**config.mk**
```make
export PLATFORM = sky130hd
export DESIGN_NAME = serial_subtractor
export DESIGN_NICKNAME = d
export VERILOG_FILES = /design/src/rtl/serial_sub_pkg.sv /design/src/rtl/full_subtractor.sv /design/src/rtl/serial_subtractor.sv
export SDC_FILE = /design/constraint.sdc
export NUM_CORES = 1
export LEC_CHECK = 0
export CAP_MARGIN = 20
export CORE_ASPECT_RATIO = 1.1
export CORE_MARGIN = 1
export CORE_UTILIZATION = 48
export CTS_BUF_LIST = sky130_fd_sc_hd__clkbuf_8
export DETAILED_ROUTE_END_ITERATION = 10
export PLACE_DENSITY = 0.78
export SYNTH_ARGS = -nofsm -noshare
export SYNTH_HDL_FRONTEND = slang
export SYNTH_SLANG_ARGS = --single-unit
```
**constraint.sdc**
```tcl
create_clock -name clk -period 1.1 [get_ports clk]
set_input_delay 0.165 -clock clk [delete_from_list [all_inputs] [get_ports clk]]
set_output_delay 0.165 -clock clk [all_outputs]
set_load 0.01 [all_outputs]
```
**src/rtl/serial_sub_pkg.sv**
```systemverilog
// Shared types and helpers for the bit-serial subtractor.
package serial_sub_pkg;

  localparam int unsigned DefaultWidth = 8;

  typedef enum logic [1:0] {
    StIdle = 2'd0,
    StRun  = 2'd1,
    StDone = 2'd2
  } state_e;

  // Counter must be able to hold the value WIDTH after the final increment.
  function automatic int unsigned cnt_width(input int unsigned width);
    return $clog2(width + 1);
  endfunction

endpackage

```
**src/rtl/full_subtractor.sv**
```systemverilog
// One-bit full subtractor: diff = a - b - c, brw = borrow out.
module full_subtractor (
  input  logic a,
  input  logic b,
  input  logic c,
  output logic diff,
  output logic brw
);

  assign diff = a ^ b ^ c;
  assign brw  = (~a & b) | (~a & c) | (b & c);

endmodule

```
**src/rtl/serial_subtractor.sv**
```systemverilog
// Bit-serial WIDTH-bit subtractor, a - b - bin, LSB first, one bit per clock.
// Optional signed-overflow output enabled by defining SERIAL_SUB_OVF_EN.
module serial_subtractor
  import serial_sub_pkg::*;
#(
  parameter int unsigned WIDTH = DefaultWidth
) (
  input  logic             clk,
  input  logic             rst,
  input  logic             start,
  input  logic [WIDTH-1:0] a,
  input  logic [WIDTH-1:0] b,
  input  logic             bin,
  output logic             busy,
  output logic             done,
  output logic [WIDTH-1:0] diff,
  output logic             bout
`ifdef SERIAL_SUB_OVF_EN
  ,
  output logic             ovf
`endif
);

  localparam int unsigned CntW = cnt_width(WIDTH);
  localparam logic [CntW-1:0] LastCnt = CntW'(WIDTH - 1);

  state_e           r_state;
  state_e           w_state_next;
  logic [WIDTH-1:0] r_a_sh;
  logic [WIDTH-1:0] r_b_sh;
  logic [WIDTH-1:0] r_res;
  logic [WIDTH-1:0] w_res_next;
  logic [WIDTH-1:0] r_diff;
  logic             r_bout;
  logic             r_br;
  logic [CntW-1:0]  r_cnt;
  logic             w_d;
  logic             w_br_next;
  logic             w_load;
  logic             w_last;
`ifdef SERIAL_SUB_OVF_EN
  logic             r_ovf;
`endif

  full_subtractor u_fs (
    .a    (r_a_sh[0]),
    .b    (r_b_sh[0]),
    .c    (r_br),
    .diff (w_d),
    .brw  (w_br_next)
  );

  // Start is honoured in IDLE and, for back-to-back operation, in DONE.
  assign w_load = start && (r_state != StRun);
  assign w_last = (r_state == StRun) && (r_cnt == LastCnt);

  // State register.
  always_ff @(posedge clk) begin
    if (rst) begin
      r_state <= StIdle;
    end else begin
      r_state <= w_state_next;
    end
  end

  // Next-state logic.
  always_comb begin
    w_state_next = r_state;
    unique case (r_state)
      StIdle:  if (start) w_state_next = StRun;
      StRun:   if (r_cnt == LastCnt) w_state_next = StDone;
      StDone:  w_state_next = start ? StRun : StIdle;
      default: w_state_next = StIdle;
    endcase
  end

  // New result bit enters at the MSB; after WIDTH shifts bit 0 sits at the LSB.
  always_comb begin
    w_res_next            = r_res >> 1;
    w_res_next[WIDTH-1]   = w_d;
  end

  // Operand capture, serial shifting and result publication.
  always_ff @(posedge clk) begin
    if (rst) begin
      r_a_sh <= '0;
      r_b_sh <= '0;
      r_res  <= '0;
      r_br   <= 1'b0;
      r_cnt  <= '0;
      r_diff <= '0;
      r_bout <= 1'b0;
`ifdef SERIAL_SUB_OVF_EN
      r_ovf  <= 1'b0;
`endif
    end else if (w_load) begin
      r_a_sh <= a;
      r_b_sh <= b;
      r_br   <= bin;
      r_cnt  <= '0;
    end else if (r_state == StRun) begin
      r_a_sh <= r_a_sh >> 1;
      r_b_sh <= r_b_sh >> 1;
      r_br   <= w_br_next;
      r_cnt  <= r_cnt + CntW'(1);
      r_res  <= w_res_next;
      if (w_last) begin
        r_diff <= w_res_next;
        r_bout <= w_br_next;
`ifdef SERIAL_SUB_OVF_EN
        // Signed overflow iff the MSB stage's borrow-in and borrow-out differ.
        r_ovf  <= r_br ^ w_br_next;
`endif
      end
    end
  end

  // Status and result outputs.
  always_comb begin
    busy = (r_state == StRun);
    done = (r_state == StDone);
    diff = r_diff;
    bout = r_bout;
`ifdef SERIAL_SUB_OVF_EN
    ovf  = r_ovf;
`endif
  end

endmodule

```
# Word level (Yosys, flattened, before mapping)
# Index checks and enable logic that the tools add are counted.
[word_totals] reg_bits=40 output_inout_bits=11 wordCells=42
[op_classes] addsub=1 n_eq_ne=6 n_mux=10 n_bitwise=9 n_reduce_logical=8
[ops] operator="8-bit two-way mux" n=4
[ops] operator="2-bit case mux with 3 select lines" n=1
[ops] operator="4-bit by 1-bit adder with 4-bit output, second input constant" n=1
[ops] operator="4-bit by 3-bit equality test with 1-bit output, second input constant" n=1
[ops] operator="2-bit two-way mux" n=2
[ops] operator="2-bit by 1-bit != test with 1-bit output, second input constant" n=2
[ops] operator="2-bit AND reduction" n=2
[ops] operator="1-bit bitwise AND" n=3
[ops] operator="1-bit two-way mux" n=3
[ops] operator="3-bit AND reduction" n=1
[ops] operator="2-bit by 1-bit equality test with 1-bit output, second input constant" n=1
[ops] operator="2-bit equality test, second input constant" n=1
[ops] operator="1-bit logical AND" n=2
[ops] operator="2-bit logical NOT" n=1
[ops] operator="2-bit != test, second input constant" n=1
[ops] operator="1-bit NOT" n=2
[ops] operator="1-bit OR" n=2
[ops] operator="2-bit nonzero test" n=1
[ops] operator="2-bit OR reduction" n=1
[ops] operator="1-bit bitwise XOR" n=2

# Depth between registers and ports, before layout
[depth] word_depth=6 mapped_depth=6 ltp_nobuf=4

# Cells and area by module
# Synthesis repeated with hierarchy kept, for this count alone.
[hier_totals] hier_cells=176 hier_area_um2=1680.4
[modules_own_cells] mod="serial_subtractor" instances=1 cells_each=173 area_per_inst_um2=1652.8
[modules_own_cells] mod="full_subtractor" instances=1 cells_each=3 area_per_inst_um2=27.5

# Worst setup path after synthesis
# OpenSTA, ideal clock, no wires.
[synth_timing] path_type="register to register" start="register r_cnt[0]" end="register r_diff[7], in the netlist diff[7]" setup_ps=91 arrival_ps=1090 required_time_ps=1009 path_slack_ps=-81 stages_incl_launch_ff=6 path_buffers=1 synth_period_minus_slack_ps=1181 path_cell_list="dfxtp_1 > ha_1 > and3b_1 > buf_4 > a21oi_1 > a311oi_1"
[synth_via] elab_chain_len=3
[synth_lines] item="from (decl)" line="serial_subtractor.sv:36" source="logic [CntW-1:0] r_cnt;"
[synth_lines] item="from (signal assigned)" line="serial_subtractor.sv:105" source="r_cnt <= r_cnt + CntW'(1);"
[synth_lines] item="4-bit by 3-bit equality test with 1-bit output" line="serial_subtractor.sv:55" source="assign w_last = (r_state == StRun) && (r_cnt == LastCnt);"
[synth_lines] item="1-bit logical AND" line="serial_subtractor.sv:55"
[synth_lines] item="3-bit AND reduction (no line)"
[synth_lines] item="to (signal assigned)" line="serial_subtractor.sv:108" source="r_diff <= w_res_next;"
[synth_lines] item="to (decl)" line="serial_subtractor.sv:33" source="logic [WIDTH-1:0] r_diff;"
# No other way between the ends.
# A chain may end at the register's enable or synchronous reset.

# Final worst setup path
[layout_timing] start="register r_cnt[0]" end="register r_diff[6], in the netlist diff[6]"
# Same word-level chain as after synthesis.

==> flow_summary.ini <==
[floorplanning]
rows = 21
core_area_um2 = 3153
start_util_pct = 52.10
die_y_um = 63.36
ioPinCount = 31
die_x_um = 57.78
fp.dieArea_um2 = 3661

[grt]
grt_pass1_wl_mm = 5.754
grt_max_degree = 40
track_usage_pct = 20.79
antenna_found_initial = 0
grt_pass1_vias = 1362
grt_overflow = 0

[finish]
final_core_util_pct = 70.75
num_antenna_cells = 0
nNetsFinal = 233
syn_to_final_growth_pct = 35.80
fin_cells = 244
drive_above_1_share_pct = 24.76
fin_area_um2 = 2231

[place]
pre_cts_ws_ps = -258.3
place_inst = 237
gp_congestion = 0.6768
postPlaceCellArea_um2 = 2029
port_buffers = 30
dp_hpwl_mm = 2.192

[timing]
finalSetupViolCount = 13
finClkSkew_ps = 8.321
maxSlewViolCount = 0
hold_violations = 0
fin_ws_ps = -87.46
relSlewSlack_pct = 84.06
worst_slew_pin_slew_ps = 236.5
min_period_ps = 1187
min_period_over_period_pct = 108.0
fmaxAchievable_mhz = 842.1
rsz0062_at_grt = yes

[yosys]
synth_top_area_cell = dfxtp_1
avgSynthCellArea_um2 = 9.388
synthTopCellsByArea = dfxtp_1 (48%), mux2i_1 (10%), a211oi_1 (7.3%)
synth_seq_cells = 39
synth_fp_nets = 197
synthCells = 175
yosys_most_used_dff = dfxtp_1
synth-edff-count = 0
synth_cell_types = 27
synth_top_area_share_pct = 47.52
synth_warnings = 0
async_flop_share_pct = 0
ys_seq_area_share_pct = 47.52
syn-cell-area_um2 = 1643

[worst_setup_path]
cp-start-kind = flip-flop
endpoint = diff[6]
cpPeakStageDelay_ps = 360
rr_worst_depth = 5
critPathMaxFanout = 7
worstSetupPathDepth = 5
cp.buffers_inverters = 1
cp_data_arrival_time_ps = 1420
reg2reg_to = diff[6]
crit_path_cell_trace = ha_4 -> and3b_2 -> buf_6 -> nand3_2 -> a21oi_2
end_kind = flip-flop
critPathSlowestCell = dfxtp_2
rrSetupSlack_ps = -90
startpoint = r_cnt[0]
crit_type = reg -> reg
cpLargestDelayFamily = flip-flops
critPathRequiredTime_ps = 1330
reg2reg_from = r_cnt[0]

[power]
sequentialPowerShare_pct = 53.5
leakage_nw = 0.8543
clock_power_share_pct = 31.2
peakVddDrop_uv = 892.2
total_power_mw = 2.865
p_int_mw = 2.133
combPwrFrac_pct = 15.3
power_switching_share_pct = 25.53
p_per_area_nw_per_um2 = 1284
p_sw_mw = 0.7314

[clock_network]
cts_hold_buf = 0
clock_latency_ps = 300
clkTransAtPathRegs_ps = 70
cts_sinks = 39
cts-root-buf = clkbuf_8
cts_buffers = 5
htree_levels = 2
cts_buffer_depth = 2
cts_tree = built

[drt]
antenna_left = 0
vias = 1403
route.detailed.drc = 3
avgRoutedWirePerCell_um = 14.62
first_pass_iters = 7
drtIter0Drc = 54
vias_per_cell = 5.750
wl_mm = 3.567

[hold_path]
hold_path_depth = 2
hp-class = reg -> reg

[run]
cap_violations = 0

[run_status]
status = finished with violations
violations = design-rule violations, negative setup slack
synthesized netlist by cell type, drive strengths merged (2+ instances only):
master	instances
nand2	13
nand3b	4
a211oi	17
a21oi	19
mux2i	17
nor2b	2
clkbuf	2
nor2	17
dfxtp	39
buf	13
inv	2
nand3	10
nor3	3
o21ai	8
nand2b	2
worst min-delay path, cell delays in order, from the launching register on:
cell,delay [ps]
dfxtp_1,320
nand3_2,80
a21oi_2,40
per-stage QoR:
stage          hold slack, ps  TNS [ps]
3_5_place_dp            458.1     -4890
6_report                480.5    -726.9
2_1_floorplan           360.3         0
5_1_grt                 503.3     -1541
3_3_place_gp            442.3     -3943
4_1_cts                 472.8    -417.5
logic make-up after synthesis:
| kind of cell | after synthesis | synth area share [%] |
|---|---|---|
| AO/OA/AOI/OAI | 46 | 17.21 |
| adder cells (fa/ha/maj) | 2 | 1.980 |
| buffers and inverters | 17 | 6.930 |
| flip-flops | 39 | 47.52 |
| multiplexers | 18 | 11.27 |
| AND/OR/NAND/NOR | 53 | 15.08 |
layout make-up:
cell class | instances | area (µm²)
tap | 34 | 42.54
sequential | 39 | 788.3
clock inverter | 1 | 7.507
fill | 257 | 922.1
multi-input combinational | 119 | 858.3
inverter | 2 | 7.507
timing repair buffer | 44 | 457.9
clock buffer | 5 | 68.82
worst min path at each step:
| stage | slack (ps) | endpoint | start |
|---|---|---|---|
| after floorplan | 360 | r_a_sh[7] | a[7] |
| after global placement | 440 | r_res[1] | r_res[1] |
| after detailed placement | 460 | r_res[1] | r_res[1] |
| after CTS | 470 | diff[3] | diff[3] |
| after global routing | 500 | diff[0] | r_res[1] |
| final | 480 | diff[0] | r_res[1] |
per-layer routing:
metal	track usage (%)	up-vias	share of wire, %
met5	0	-	0
met4	9.821	0	1.6
met3	7.187	6	4.1
met2	36.48	26	51
met1	21.86	680	43
li1	-	691	-
layout by cell type (no fill, tap or decap), types with 6 or more instances in the layout:
cell,count
clkdlybuf4s50_1,19
nand3_2,6
a211oi_1,14
nand2_1,13
buf_4,6
dlygate4sd2_1,7
dfxtp_1,33
nor2_1,17
a21oi_1,12
dfxtp_2,6
o21ai_1,6
mux2i_1,16
a21oi_2,7
power by group through the flow:
stage | Sequential [mW] | Combinational (mW) | Clock, mW
2_1_floorplan | 1.55 | 0.259 | 0
3_3_place_gp | 1.55 | 0.380 | 0
3_5_place_dp | 1.56 | 0.392 | 0
4_1_cts | 1.53 | 0.411 | 0.913
5_1_grt | 1.54 | 0.476 | 0.987
6_report | 1.53 | 0.437 | 0.895
sequential cells by signal (all words and copies together) (netlist names):
| register | flops |
|---|---|
| bout | 1 |
| diff | 8 |
| r_a_sh | 8 |
| r_b_sh | 8 |
| r_br | 1 |
| r_cnt | 4 |
| r_res | 7 |
| r_state | 2 |
timing repair:
| item | 4_1_cts | 5_1_grt |
|---|---|---|
| endpoints found under the setup margin | 38 | 31 |
| buffers inserted | 0 | 1 |
| resized for setup | 33 | 25 |
| pin swaps | 12 | 17 |
| endpoints found under the hold margin | 0 | 0 |
No activity file was read; power rests on OpenSTA's default activity.
